===== config.mk =====
export PLATFORM = sky130hd
export DESIGN_NAME = hub75_stream_loader_flat
export DESIGN_NICKNAME = d
export VERILOG_FILES = /design/src/rtl/hub75_pkg.sv /design/src/rtl/hub75_stream_loader_if.sv /design/src/rtl/hub75_skid_buf.sv /design/src/rtl/hub75_stream_loader.sv /design/src/flat_wrapper.sv
export SDC_FILE = /design/constraint.sdc
export NUM_CORES = 1
export LEC_CHECK = 0
export ABC_AREA = 1
export BUFFER_PORTS_ARGS = -buffer_cell sky130_fd_sc_hd__buf_2
export CAP_MARGIN = 10
export CORE_ASPECT_RATIO = 1.75
export CORE_MARGIN = 3
export CORE_UTILIZATION = 50
export DETAILED_ROUTE_END_ITERATION = 8
export GPL_ROUTABILITY_DRIVEN = 0
export HOLD_SLACK_MARGIN = 0.12
export PLACE_DENSITY = 0.72
export RECOVER_POWER = 100
export SLEW_MARGIN = 30
export SYNTH_ARGS = -nofsm -noshare
export SYNTH_HDL_FRONTEND = slang
export SYNTH_SLANG_ARGS = --single-unit

===== constraint.sdc =====
create_clock -name clk -period 5.1 [get_ports clk]
set_input_delay 0.255 -clock clk [delete_from_list [all_inputs] [get_ports clk]]
set_output_delay 0.255 -clock clk [all_outputs]
set_load 0.01 [all_outputs]

===== src/rtl/hub75_pkg.sv =====
`default_nettype none
// ============================================================================
//  Module      : hub75_pkg
//  Description : Shared types and constants for the HUB75 stream loader.
//  Revision    : 1.0 - initial release
// ============================================================================
package hub75_pkg;

    localparam int ERR_CNT_W = 8;
    localparam int PIXEL_BPP = 8;

    typedef enum logic [0:0] {
        IDLE = 1'b0,
        LOAD = 1'b1
    } loader_state_t;

    typedef logic [2:0][PIXEL_BPP-1:0] pixel_t;

    // Counter/address widths never collapse to zero bits for 1-wide dimensions
    function automatic int clog2_min1(input int n);
        return (n > 1) ? $clog2(n) : 1;
    endfunction

endpackage
`default_nettype wire


===== src/rtl/hub75_stream_loader_if.sv =====
`default_nettype none
// ============================================================================
//  Module      : hub75_stream_loader_if
//  Description : Pixel stream input and framebuffer write port of the loader.
//  Revision    : 1.0 - initial release
// ============================================================================
interface hub75_stream_loader_if
    import hub75_pkg::*;
#(
    parameter int hpixel_p = 64,
    parameter int vpixel_p = 64,
    parameter int bpp_p    = 8
);
    localparam int addr_width_p = clog2_min1(hpixel_p * vpixel_p);

    logic                    i_s_valid;
    logic                    o_s_ready;
    logic [3*bpp_p-1:0]      i_s_data;
    logic                    i_s_sof;
    logic                    i_s_eol;
    logic [addr_width_p-1:0] o_framebuf_wr_addr;
    logic [3*bpp_p-1:0]      o_framebuf_wr_data;
    logic                    o_framebuf_wr_en;
    logic                    i_framebuf_wr_ready;

    // master: the loader; slave: stream source plus framebuffer
    modport master (
        input  i_s_valid, i_s_data, i_s_sof, i_s_eol, i_framebuf_wr_ready,
        output o_s_ready, o_framebuf_wr_addr, o_framebuf_wr_data, o_framebuf_wr_en
    );

    modport slave (
        output i_s_valid, i_s_data, i_s_sof, i_s_eol, i_framebuf_wr_ready,
        input  o_s_ready, o_framebuf_wr_addr, o_framebuf_wr_data, o_framebuf_wr_en
    );

endinterface
`default_nettype wire


===== src/rtl/hub75_skid_buf.sv =====
`default_nettype none
// ============================================================================
//  Module      : hub75_skid_buf
//  Description : 2-entry write buffer with a registered upstream ready.
//  Revision    : 1.0 - initial release
// ============================================================================
module hub75_skid_buf #(
    parameter int width_p = 8
) (
    input  logic               clk,
    input  logic               rst,
    input  logic               i_enable,
    input  logic               i_valid,
    input  logic [width_p-1:0] i_data,
    output logic               o_ready,
    output logic               o_valid,
    output logic [width_p-1:0] o_data,
    input  logic               i_ready
);

    logic [width_p-1:0] r_mem [2];
    logic               r_wr_ptr;
    logic               r_rd_ptr;
    logic [1:0]         r_count;
    logic [1:0]         w_count_next;
    logic               r_ready;
    logic               w_push;
    logic               w_pop;

    assign w_push  = i_valid & r_ready;
    assign o_valid = (r_count != 2'd0);
    assign w_pop   = o_valid & i_ready;
    assign o_data  = r_mem[r_rd_ptr];
    assign o_ready = r_ready;

    always_comb begin
        w_count_next = r_count;
        case ({w_push, w_pop})
            2'b10:   w_count_next = r_count + 2'd1;
            2'b01:   w_count_next = r_count - 2'd1;
            default: w_count_next = r_count;
        endcase
    end

    // Ready looks at the post-update occupancy, so a push is always room-safe
    always_ff @(posedge clk or posedge rst) begin
        if (rst) begin
            r_mem[0] <= '0;
            r_mem[1] <= '0;
            r_wr_ptr <= 1'b0;
            r_rd_ptr <= 1'b0;
            r_count  <= 2'd0;
            r_ready  <= 1'b0;
        end else begin
            if (w_push) begin
                r_mem[r_wr_ptr] <= i_data;
                r_wr_ptr        <= ~r_wr_ptr;
            end
            if (w_pop) begin
                r_rd_ptr <= ~r_rd_ptr;
            end
            r_count <= w_count_next;
            r_ready <= i_enable & (w_count_next != 2'd2);
        end
    end

endmodule
`default_nettype wire


===== src/rtl/hub75_stream_loader.sv =====
`default_nettype none
// ============================================================================
//  Module      : hub75_stream_loader
//  Description : Frames a valid/ready pixel stream into linear framebuffer
//                writes, with SOF/EOL checking and error resynchronisation.
//  Revision    : 1.0 - initial release
// ============================================================================
module hub75_stream_loader
    import hub75_pkg::*;
#(
    parameter int hpixel_p = 64,
    parameter int vpixel_p = 64,
    parameter int bpp_p    = 8
) (
    input  logic                   clk,
    input  logic                   rst,
    input  logic                   i_enable,
    hub75_stream_loader_if.master  bus,
    output logic                   o_frame_done,
    output logic                   o_sync_err,
    output logic [ERR_CNT_W-1:0]   o_err_count
);

    localparam int frame_size_p = hpixel_p * vpixel_p;
    localparam int addr_width_p = clog2_min1(frame_size_p);
    localparam int c_col_w      = clog2_min1(hpixel_p);
    localparam int c_row_w      = clog2_min1(vpixel_p);
    localparam int c_data_w     = 3 * bpp_p;
    localparam int c_aw1        = addr_width_p + 1;
    localparam int c_word_w     = addr_width_p + c_data_w;
    localparam logic [c_col_w-1:0] c_last_col = c_col_w'(hpixel_p - 1);
    localparam logic [c_row_w-1:0] c_last_row = c_row_w'(vpixel_p - 1);

    loader_state_t         r_state;
    loader_state_t         w_state_next;
    logic [c_row_w-1:0]    r_row;
    logic [c_row_w-1:0]    w_row_next;
    logic [c_row_w-1:0]    w_eff_row;
    logic [c_col_w-1:0]    r_col;
    logic [c_col_w-1:0]    w_col_next;
    logic [c_col_w-1:0]    w_eff_col;
    logic [ERR_CNT_W-1:0]  r_err_count;
    logic [addr_width_p:0] w_addr_full;
    logic                  w_s_ready;
    logic                  w_beat;
    logic                  w_bad_eol;
    logic                  w_push;
    logic                  w_err;
    logic                  w_frame_done;
    logic                  w_wr_valid;
    logic [c_word_w-1:0]   w_wr_word;

    assign w_beat = bus.i_s_valid & w_s_ready;

    // A SOF beat is pixel (0,0) regardless of where the counters stand
    assign w_eff_row   = bus.i_s_sof ? '0 : r_row;
    assign w_eff_col   = bus.i_s_sof ? '0 : r_col;
    assign w_bad_eol   = bus.i_s_eol ^ (w_eff_col == c_last_col);
    assign w_addr_full = c_aw1'(w_eff_row) * c_aw1'(hpixel_p) + c_aw1'(w_eff_col);

    always_comb begin
        w_state_next = r_state;
        w_row_next   = r_row;
        w_col_next   = r_col;
        w_push       = 1'b0;
        w_err        = 1'b0;
        w_frame_done = 1'b0;
        if (!i_enable) begin
            w_state_next = IDLE;
            w_row_next   = '0;
            w_col_next   = '0;
        end else if (w_beat && (r_state == LOAD || bus.i_s_sof)) begin
            // SOF inside a frame and a bad EOL on the same beat is one error
            w_err = w_bad_eol | ((r_state == LOAD) & bus.i_s_sof);
            if (w_bad_eol) begin
                w_state_next = IDLE;
                w_row_next   = '0;
                w_col_next   = '0;
            end else if (!w_addr_full[addr_width_p]) begin
                w_push = 1'b1;
                if (bus.i_s_eol && (w_eff_row == c_last_row)) begin
                    w_frame_done = 1'b1;
                    w_state_next = IDLE;
                    w_row_next   = '0;
                    w_col_next   = '0;
                end else if (bus.i_s_eol) begin
                    w_state_next = LOAD;
                    w_row_next   = w_eff_row + c_row_w'(1);
                    w_col_next   = '0;
                end else begin
                    w_state_next = LOAD;
                    w_row_next   = w_eff_row;
                    w_col_next   = w_eff_col + c_col_w'(1);
                end
            end
        end
    end

    always_ff @(posedge clk or posedge rst) begin
        if (rst) begin
            r_state     <= IDLE;
            r_row       <= '0;
            r_col       <= '0;
            r_err_count <= '0;
        end else begin
            r_state <= w_state_next;
            r_row   <= w_row_next;
            r_col   <= w_col_next;
            if (w_err && (r_err_count != {ERR_CNT_W{1'b1}})) begin
                r_err_count <= r_err_count + ERR_CNT_W'(1);
            end
        end
    end

    hub75_skid_buf #(
        .width_p (c_word_w)
    ) u_skid (
        .clk      (clk),
        .rst      (rst),
        .i_enable (i_enable),
        .i_valid  (w_push),
        .i_data   ({w_addr_full[addr_width_p-1:0], bus.i_s_data}),
        .o_ready  (w_s_ready),
        .o_valid  (w_wr_valid),
        .o_data   (w_wr_word),
        .i_ready  (bus.i_framebuf_wr_ready)
    );

    assign bus.o_s_ready          = w_s_ready;
    assign bus.o_framebuf_wr_en   = w_wr_valid;
    assign bus.o_framebuf_wr_addr = w_wr_word[c_word_w-1:c_data_w];
    assign bus.o_framebuf_wr_data = w_wr_word[c_data_w-1:0];
    assign o_frame_done           = w_frame_done;
    assign o_sync_err             = w_err;
    assign o_err_count            = r_err_count;

endmodule
`default_nettype wire


===== src/flat_wrapper.sv =====
// flat-port wrapper written by rule: the top's interface ports become plain ports
module hub75_stream_loader_flat import hub75_pkg::*;
#(
    parameter int hpixel_p = 64,
    parameter int vpixel_p = 64,
    parameter int bpp_p    = 8
)
  (clk, rst, i_enable, o_frame_done, o_sync_err, o_err_count, bus_i_s_valid, bus_i_s_data, bus_i_s_sof, bus_i_s_eol, bus_i_framebuf_wr_ready, bus_o_s_ready, bus_o_framebuf_wr_addr, bus_o_framebuf_wr_data, bus_o_framebuf_wr_en);
  hub75_stream_loader_if #(.hpixel_p(hpixel_p), .vpixel_p(vpixel_p), .bpp_p(bpp_p)) bus_i ();
  input  logic clk;
  input  logic rst;
  input  logic i_enable;
  output logic o_frame_done;
  output logic o_sync_err;
  output logic [ERR_CNT_W-1:0] o_err_count;
  input wire logic [$bits(bus_i.i_s_valid)-1:0] bus_i_s_valid;
  input wire logic [$bits(bus_i.i_s_data)-1:0] bus_i_s_data;
  input wire logic [$bits(bus_i.i_s_sof)-1:0] bus_i_s_sof;
  input wire logic [$bits(bus_i.i_s_eol)-1:0] bus_i_s_eol;
  input wire logic [$bits(bus_i.i_framebuf_wr_ready)-1:0] bus_i_framebuf_wr_ready;
  output wire logic [$bits(bus_i.o_s_ready)-1:0] bus_o_s_ready;
  output wire logic [$bits(bus_i.o_framebuf_wr_addr)-1:0] bus_o_framebuf_wr_addr;
  output wire logic [$bits(bus_i.o_framebuf_wr_data)-1:0] bus_o_framebuf_wr_data;
  output wire logic [$bits(bus_i.o_framebuf_wr_en)-1:0] bus_o_framebuf_wr_en;
  assign bus_i.i_s_valid = bus_i_s_valid;
  assign bus_i.i_s_data = bus_i_s_data;
  assign bus_i.i_s_sof = bus_i_s_sof;
  assign bus_i.i_s_eol = bus_i_s_eol;
  assign bus_i.i_framebuf_wr_ready = bus_i_framebuf_wr_ready;
  assign bus_o_s_ready = bus_i.o_s_ready;
  assign bus_o_framebuf_wr_addr = bus_i.o_framebuf_wr_addr;
  assign bus_o_framebuf_wr_data = bus_i.o_framebuf_wr_data;
  assign bus_o_framebuf_wr_en = bus_i.o_framebuf_wr_en;
  hub75_stream_loader #(.hpixel_p(hpixel_p), .vpixel_p(vpixel_p), .bpp_p(bpp_p)) u_core (.clk(clk), .rst(rst), .i_enable(i_enable), .bus(bus_i), .o_frame_done(o_frame_done), .o_sync_err(o_sync_err), .o_err_count(o_err_count));
endmodule

==> results.md, run 1 <==
* Final Instance Area at 5320 sq um
* Worst Path Max Fanout at 8
* Gate Count Post-Synth at 582
* Worst-Margin Slew at 1650 ps
* Internal reg-to-reg setup slack at 1890 ps
* Clock latency on the worst-skew pair at 340 ps
* Post-placement cell area at 5370 sq um
* Slowest CP cell: o21bai_1
* Final hold viol count at 0
* Commonest non-fill, non-tap cell in the layout: nand2_1
* Fillers at 1015
* CP max stage delay at 480 ps
* Top post-synthesis cells by area: dfrtp_1 49%, nand2_1 18%, o21ai_2 13%, inv_1 4.4%, buf_6 3.6%
* Die width at 81.7 um
* Vias per std cell at 5.00
* Total gr overflow at 0
* # rows at 47
* Clk_skew at 7.87 ps
* Tmin final at 3210 ps
* Area share of the leading cell type in the synthesized netlist at 48.9%
* Initial antenna violation count at 0
* Synthesized area at 5010 sq um
* Nets at 686
* Hold WS at 174 ps
* H-tree depth at 3
* Layout area overhead at 6.19%
* Setup TNS at 0 ps
* Layout Utilization at 55.2%
* Post-synth top area cell: dfrtp_1
* Clock sink total at 98
* CP arrival at 3420 ps
* Crit share post-route at 62.9%
* Hold Crit Endpoint: u_core.u_skid.r_mem[56]$_DFFE_PP0P_
* Starting density of the core at 52.0%
* Total of flip-flops plus latches after synthesis at 98
* Crit Path Category: register to register
* Max Clock Freq at 312 MHz
* Worst min-delay path category: primary input to register
* Root Driver: clkbuf_16
* Setup Buffers After CTS at 0
* Failing checks: max-capacitance violations, max-slew violations
* Residual DRC at 0
* Status: complete, but fails checks
* Slew headroom at -10.2%
* CTS Buf Count at 9
* DR vias at 3888
* CP Capture Type: register
* Layout cell share with drive strength beyond 1 at 9.31%
* Capturing point of the worst reg2reg path: u_core.u_skid.o_ready$_DFF_PP0_
* Gates resized, CTS repair at 0
* Syn nets at 617
* # setup viols final at 0
* Leak at 0.00275 uW
* Largest net degree at the start of global routing at 74
* PD cells at 454 nW/um^2
* Port Buffers at 78
* First-pass GRT wire length at 17.2 mm
* Hold_sp: bus_i_s_data[20]
* Hold path cells at 3
* Crit path cell chain: inv_1 > nor2_1 > ha_1 > nand4_1 > o21bai_1 > nand2_1 > nor2_1 > inv_1 > ha_1 > a21oi_1 > o21ai_0 > xnor2_1 > a21oi_1
* DRT antenna net count at 0
* First DRT Iteration DRCs at 218
* CTS tree: built
* Die area at 11300 sq um
* Most frequent cells in the layout: 244 x nand2_1, 98 x dfrtp_1, 76 x o21ai_0
* Antenna Diode Count at 0
* Unrepaired setup endpoints after global routing: no
* Die H at 138 um
* Max-Cap Viols at 1
* DRT Wirelength at 10.3 mm
* Post-synthesis sequential area ratio at 48.9%
* Slew Viols, Final at 69
* Reg2reg start: u_core.r_col[0]$_DFFE_PP0P_
* Syn. warnings at 0
* Clock-pin slew on the worst setup and hold paths at 60 ps
* GRT Total Usage at 19.1%
* Yosys cell types at 32
* Avg WL per Cell at 13.2 um
* CORE AREA at 9640 sq um
* DRT Pass-1 Iters at 5
* Detail Placement HPWL at 6.83 mm
* Max rail drop VDD at 0.241 mV
* Critical Path RT at 5310 ps
* I/O Pins at 79
* Clk buf depth at 2
* Number of global-route vias before repair at 3711
* Length in cells of the worst reg-to-reg path at 13
* Synthesized area per cell at 8.61 sq um
* Startpoint types: register
synth_stat cells, drive strengths merged:
cell type / instances
buf: 20
nor3: 3
nand3: 20
a21oi: 2
o21ai: 80
o22ai: 3
clkbuf: 5
nor2: 15
inv: 62
nand3b: 1
nand2: 244
nand4: 10
xor2: 9
ha: 4
dfrtp: 98
or2: 1
o211ai: 1
xnor2: 3
o21bai: 1
critical path: cells and delay by family (launching register included):
family / cells / cell delay, ps
adders and majority gates: 2 / 620
and+or+nand+nor: 4 / 910
xor gates and xnor gates: 1 / 200
AOI/OAI and AO/OA: 4 / 810
DFF: 1 / 330
buffers and inverters: 2 / 210
cells by family (layout without fill, tap and decap cells):
group,after synthesis,after routing,synth area share [%]
AND/OR/NAND/NOR,294,294,24.5
buffers and inverters,87,160,9.06
adder cells (fa/ha/maj),4,4,0.998
XOR/XNOR,12,12,2.10
AO/OA/AOI/OAI,87,87,14.5
flip-flops,98,98,48.9
power by group:
group	internal [uW]	switching [uW]
Clock	389	269
Sequential	980	113
Combinational	225	441
Total	1590	824
what timing repair did:
action | 4_1_cts | 5_1_grt
setup endpoints to repair | 0 | 0
hold endpoints to repair | 30 | 0
hold buffers | 1 | 0
layer usage:
layer	vias up	part of all wire (%)	GRT usage [%]	routed length (um)
met5	-	0	0	0
met1	1857	42	23.3	4330
met3	11	3.5	3.32	362
met4	0	1.5	6.22	150
li1	1960	-	-	-
met2	60	53	33.4	5440
per-stage QoR:
step | total power, uW | worst slack, ps | std cells
after floorplan | 1650 | 2280 | 582
after global placement | 1870 | 2420 | 761
after detailed placement | 1910 | 2320 | 761
after CTS | 2580 | 2330 | 777
after global routing | 2600 | 1490 | 777
final | 2420 | 1890 | 777
worst max path at each step:
stage / from / to / slack, ps / cells after the start
detailed placement: bus_i_s_sof / u_core.u_skid.o_ready$_DFF_PP0_ / 2320 / 13
CTS: u_core.r_col[0]$_DFFE_PP0P_ / u_core.u_skid.o_ready$_DFF_PP0_ / 2330 / 13
global route: u_core.r_col[0]$_DFFE_PP0P_ / u_core.u_skid.o_ready$_DFF_PP0_ / 1490 / 13
finish: u_core.r_col[0]$_DFFE_PP0P_ / u_core.u_skid.o_ready$_DFF_PP0_ / 1890 / 13
global placement: bus_i_s_sof / u_core.u_skid.o_ready$_DFF_PP0_ / 2420 / 13
floorplan: rst / u_core.o_err_count[0]$_DFFE_PP0P_ / 2280 / 1
layout make-up:
cell class              count  area [sq um]  area share (%)
repair buffers             83           363            6.82
clock buffers              12           246            4.63
multi-input cells         397          1830            34.4
clock inverters             3          40.0           0.752
flip-flops and latches     98          2450            46.1
well taps                 122           153            2.87
inverters                  62           236            4.44
sequential cells by signal, indices dropped and copies added (netlist names):
signal / cells
u_core.o_err_count: 8
u_core.r_col: 6
u_core.r_row: 6
u_core.r_state: 1
u_core.u_skid.o_ready: 1
u_core.u_skid.r_count: 2
u_core.u_skid.r_mem: 72
u_core.u_skid.r_rd_ptr: 1
u_core.u_skid.r_wr_ptr: 1
(Power assumes the default switching activity.)
==> run 2: changes to the inputs <==
Clock period 5.1 ns to 3.2 ns, I/O delays scaled along.
==> results.md, run 2 (synthesized netlist as in run 1, its figures left out) <==
* Max Clock Freq at 365 MHz
* CTS tree: built
* Total gr overflow at 0
* Layout area overhead at 11.7%
* Reg2reg start: u_core.r_col[0]$_DFFE_PP0P_
* Tmin final at 2740 ps
* DRT antenna net count at 0
* Worst-Margin Slew at 1510 ps
* Slew Viols, Final at 74
* PD cells at 686 nW/um^2
* Status: complete, but fails checks
* GRT Total Usage at 20.6%
* Clk buf depth at 2
* Unrepaired setup endpoints after global routing: no
* Multi-input logic area at 1830 sq um
* Largest net degree at the start of global routing at 74
* Slowest CP cell: clkbuf_1
* Slew headroom at -0.839%
* Residual DRC at 0
* Initial antenna violation count at 0
* Commonest non-fill, non-tap cell in the layout: nand2_1
* Avg WL per Cell at 13.4 um
* Dpl cells at 765
* Root Driver: clkbuf_16
* Layout cell share with drive strength beyond 1 at 9.62%
* Starting density of the core at 52.0%
* DR vias at 4029
* Length in cells of the worst reg-to-reg path at 9
* Worst min-delay path category: primary input to register
* Fillers at 982
* Setup TNS at 0 ps
* Most frequent cells in the layout: 244 x nand2_1, 98 x dfrtp_1, 72 x o21ai_0
* Max reg flops at 72
* Hold path cells at 4
* Antenna Diode Count at 0
* H-tree depth at 3
* Gates resized, CTS repair at 0
* Crit Path Category: register to register
* Vias per std cell at 4.99
* # rows at 47
* CTS Buf Count at 9
* Clk_skew at 6.47 ps
* Crit share post-route at 85.7%
* Biggest register: u_core.u_skid.r_mem
* Worst Path Max Fanout at 29
* FF/Latch Area at 2450 sq um
* CORE AREA at 9640 sq um
* Detail Placement HPWL at 7.13 mm
* # setup viols final at 0
* CP max stage delay at 940 ps
* Max rail drop VDD at 0.368 mV
* Critical Path RT at 3360 ps
* DRT Pass-1 Iters at 4
* Setup Buffers After CTS at 0
* Die H at 138 um
* Startpoint types: register
* Hold_sp: bus_i_s_eol
* Capturing point of the worst reg2reg path: u_core.u_skid.r_mem[68]$_DFFE_PP0P_
* I/O Pins at 79
* Max-Cap Viols at 1
* Clock-pin slew on the worst setup and hold paths at 70 ps
* Hold Crit Endpoint: u_core.r_row[1]$_DFFE_PP0P_
* CP arrival at 2900 ps
* Post-CTS Hold Fix Bufs at 27
* Nets at 716
* CP Capture Type: register
* Number of global-route vias before repair at 3885
* Die area at 11300 sq um
* Port Buffers at 78
* First DRT Iteration DRCs at 226
* Die width at 81.7 um
* Clock sink total at 98
* Failing checks: max-capacitance violations, max-slew violations
* Layout Cells excl Fill at 808
* Clock latency on the worst-skew pair at 340 ps
* Leak at 0.00287 uW
* Final hold viol count at 0
* Internal reg-to-reg setup slack at 460 ps
* First-pass GRT wire length at 18.6 mm
* DRT Wirelength at 10.9 mm
* Crit path cell chain: inv_1 > nor2_1 > ha_1 > nand3_1 > nor2_1 > nand3_1 > nand4_1 > clkbuf_1 > o21ai_0
run 2: cell types whose count changed in the layout (fill, tap and decap cells not counted), moves of 2 or more:
cell           delta
dlygate4sd3_1    +26
o21ai_0           -4
o21ai_2           +4
clkbuf_1          +3
clkinv_4          +2
clkinvlp_4        +2
nand4_1           +2
nand4_4           -2
run 2: worst max-delay path, delay by kind of cell (launching register included):
| family | cells | cell delay, ps |
|---|---|---|
| compound gates | 1 | 210 |
| fa+ha+maj | 1 | 270 |
| buf+inv | 2 | 1000 |
| flops | 1 | 320 |
| simple gates | 5 | 740 |
run 2: through the flow:
stage	utilization (%)	hold slack [ps]	area, sq um	setup slack, ps	total power (uW)
global placement	56.0	393	5400	647	2990
CTS	61.7	205	5950	435	4090
finish	58.0	217	5600	458	3840
global route	58.0	238	5600	186	4130
floorplan	-	286	5010	478	2630
detailed placement	56.0	413	5400	477	3040
run 2: power breakdown:
group          internal, uW  switching [uW]  leakage (uW)
Combinational           386             710       0.00142
Sequential             1560             181       0.00132
Clock                   552             451      0.000136
Total                  2500            1340       0.00287
run 2: worst max-delay path by stage:
stage	cells past startpoint	startpoint	end	slack (ps)
after floorplan	1	rst	u_core.o_err_count[0]$_DFFE_PP0P_	480
after global placement	13	bus_i_s_sof	u_core.u_skid.o_ready$_DFF_PP0_	650
after detailed placement	13	u_core.r_col[0]$_DFFE_PP0P_	u_core.u_skid.o_ready$_DFF_PP0_	480
after CTS	13	u_core.r_col[0]$_DFFE_PP0P_	u_core.u_skid.o_ready$_DFF_PP0_	430
after global routing	9	u_core.r_col[0]$_DFFE_PP0P_	u_core.u_skid.r_mem[36]$_DFFE_PP0P_	190
final	9	u_core.r_col[0]$_DFFE_PP0P_	u_core.u_skid.r_mem[68]$_DFFE_PP0P_	460
run 2: final cells by class:
class / instances / area share (%)
tap: 122 / 2.73
clock inverter: 5 / 0.693
multi-input combinational: 397 / 32.7
inverter: 62 / 4.27
clock buffer: 11 / 4.34
sequential: 98 / 43.8
timing repair buffer: 113 / 11.4
run 2: layer usage:
layer | vias to the layer above | GRT usage (%) | part of all wire (%)
li1 | 2011 | - | -
met1 | 1936 | 26.2 | 42
met2 | 69 | 35.5 | 54
met3 | 13 | 3.13 | 3.3
met4 | 0 | 6.22 | 1.5
met5 | - | 0 | 0
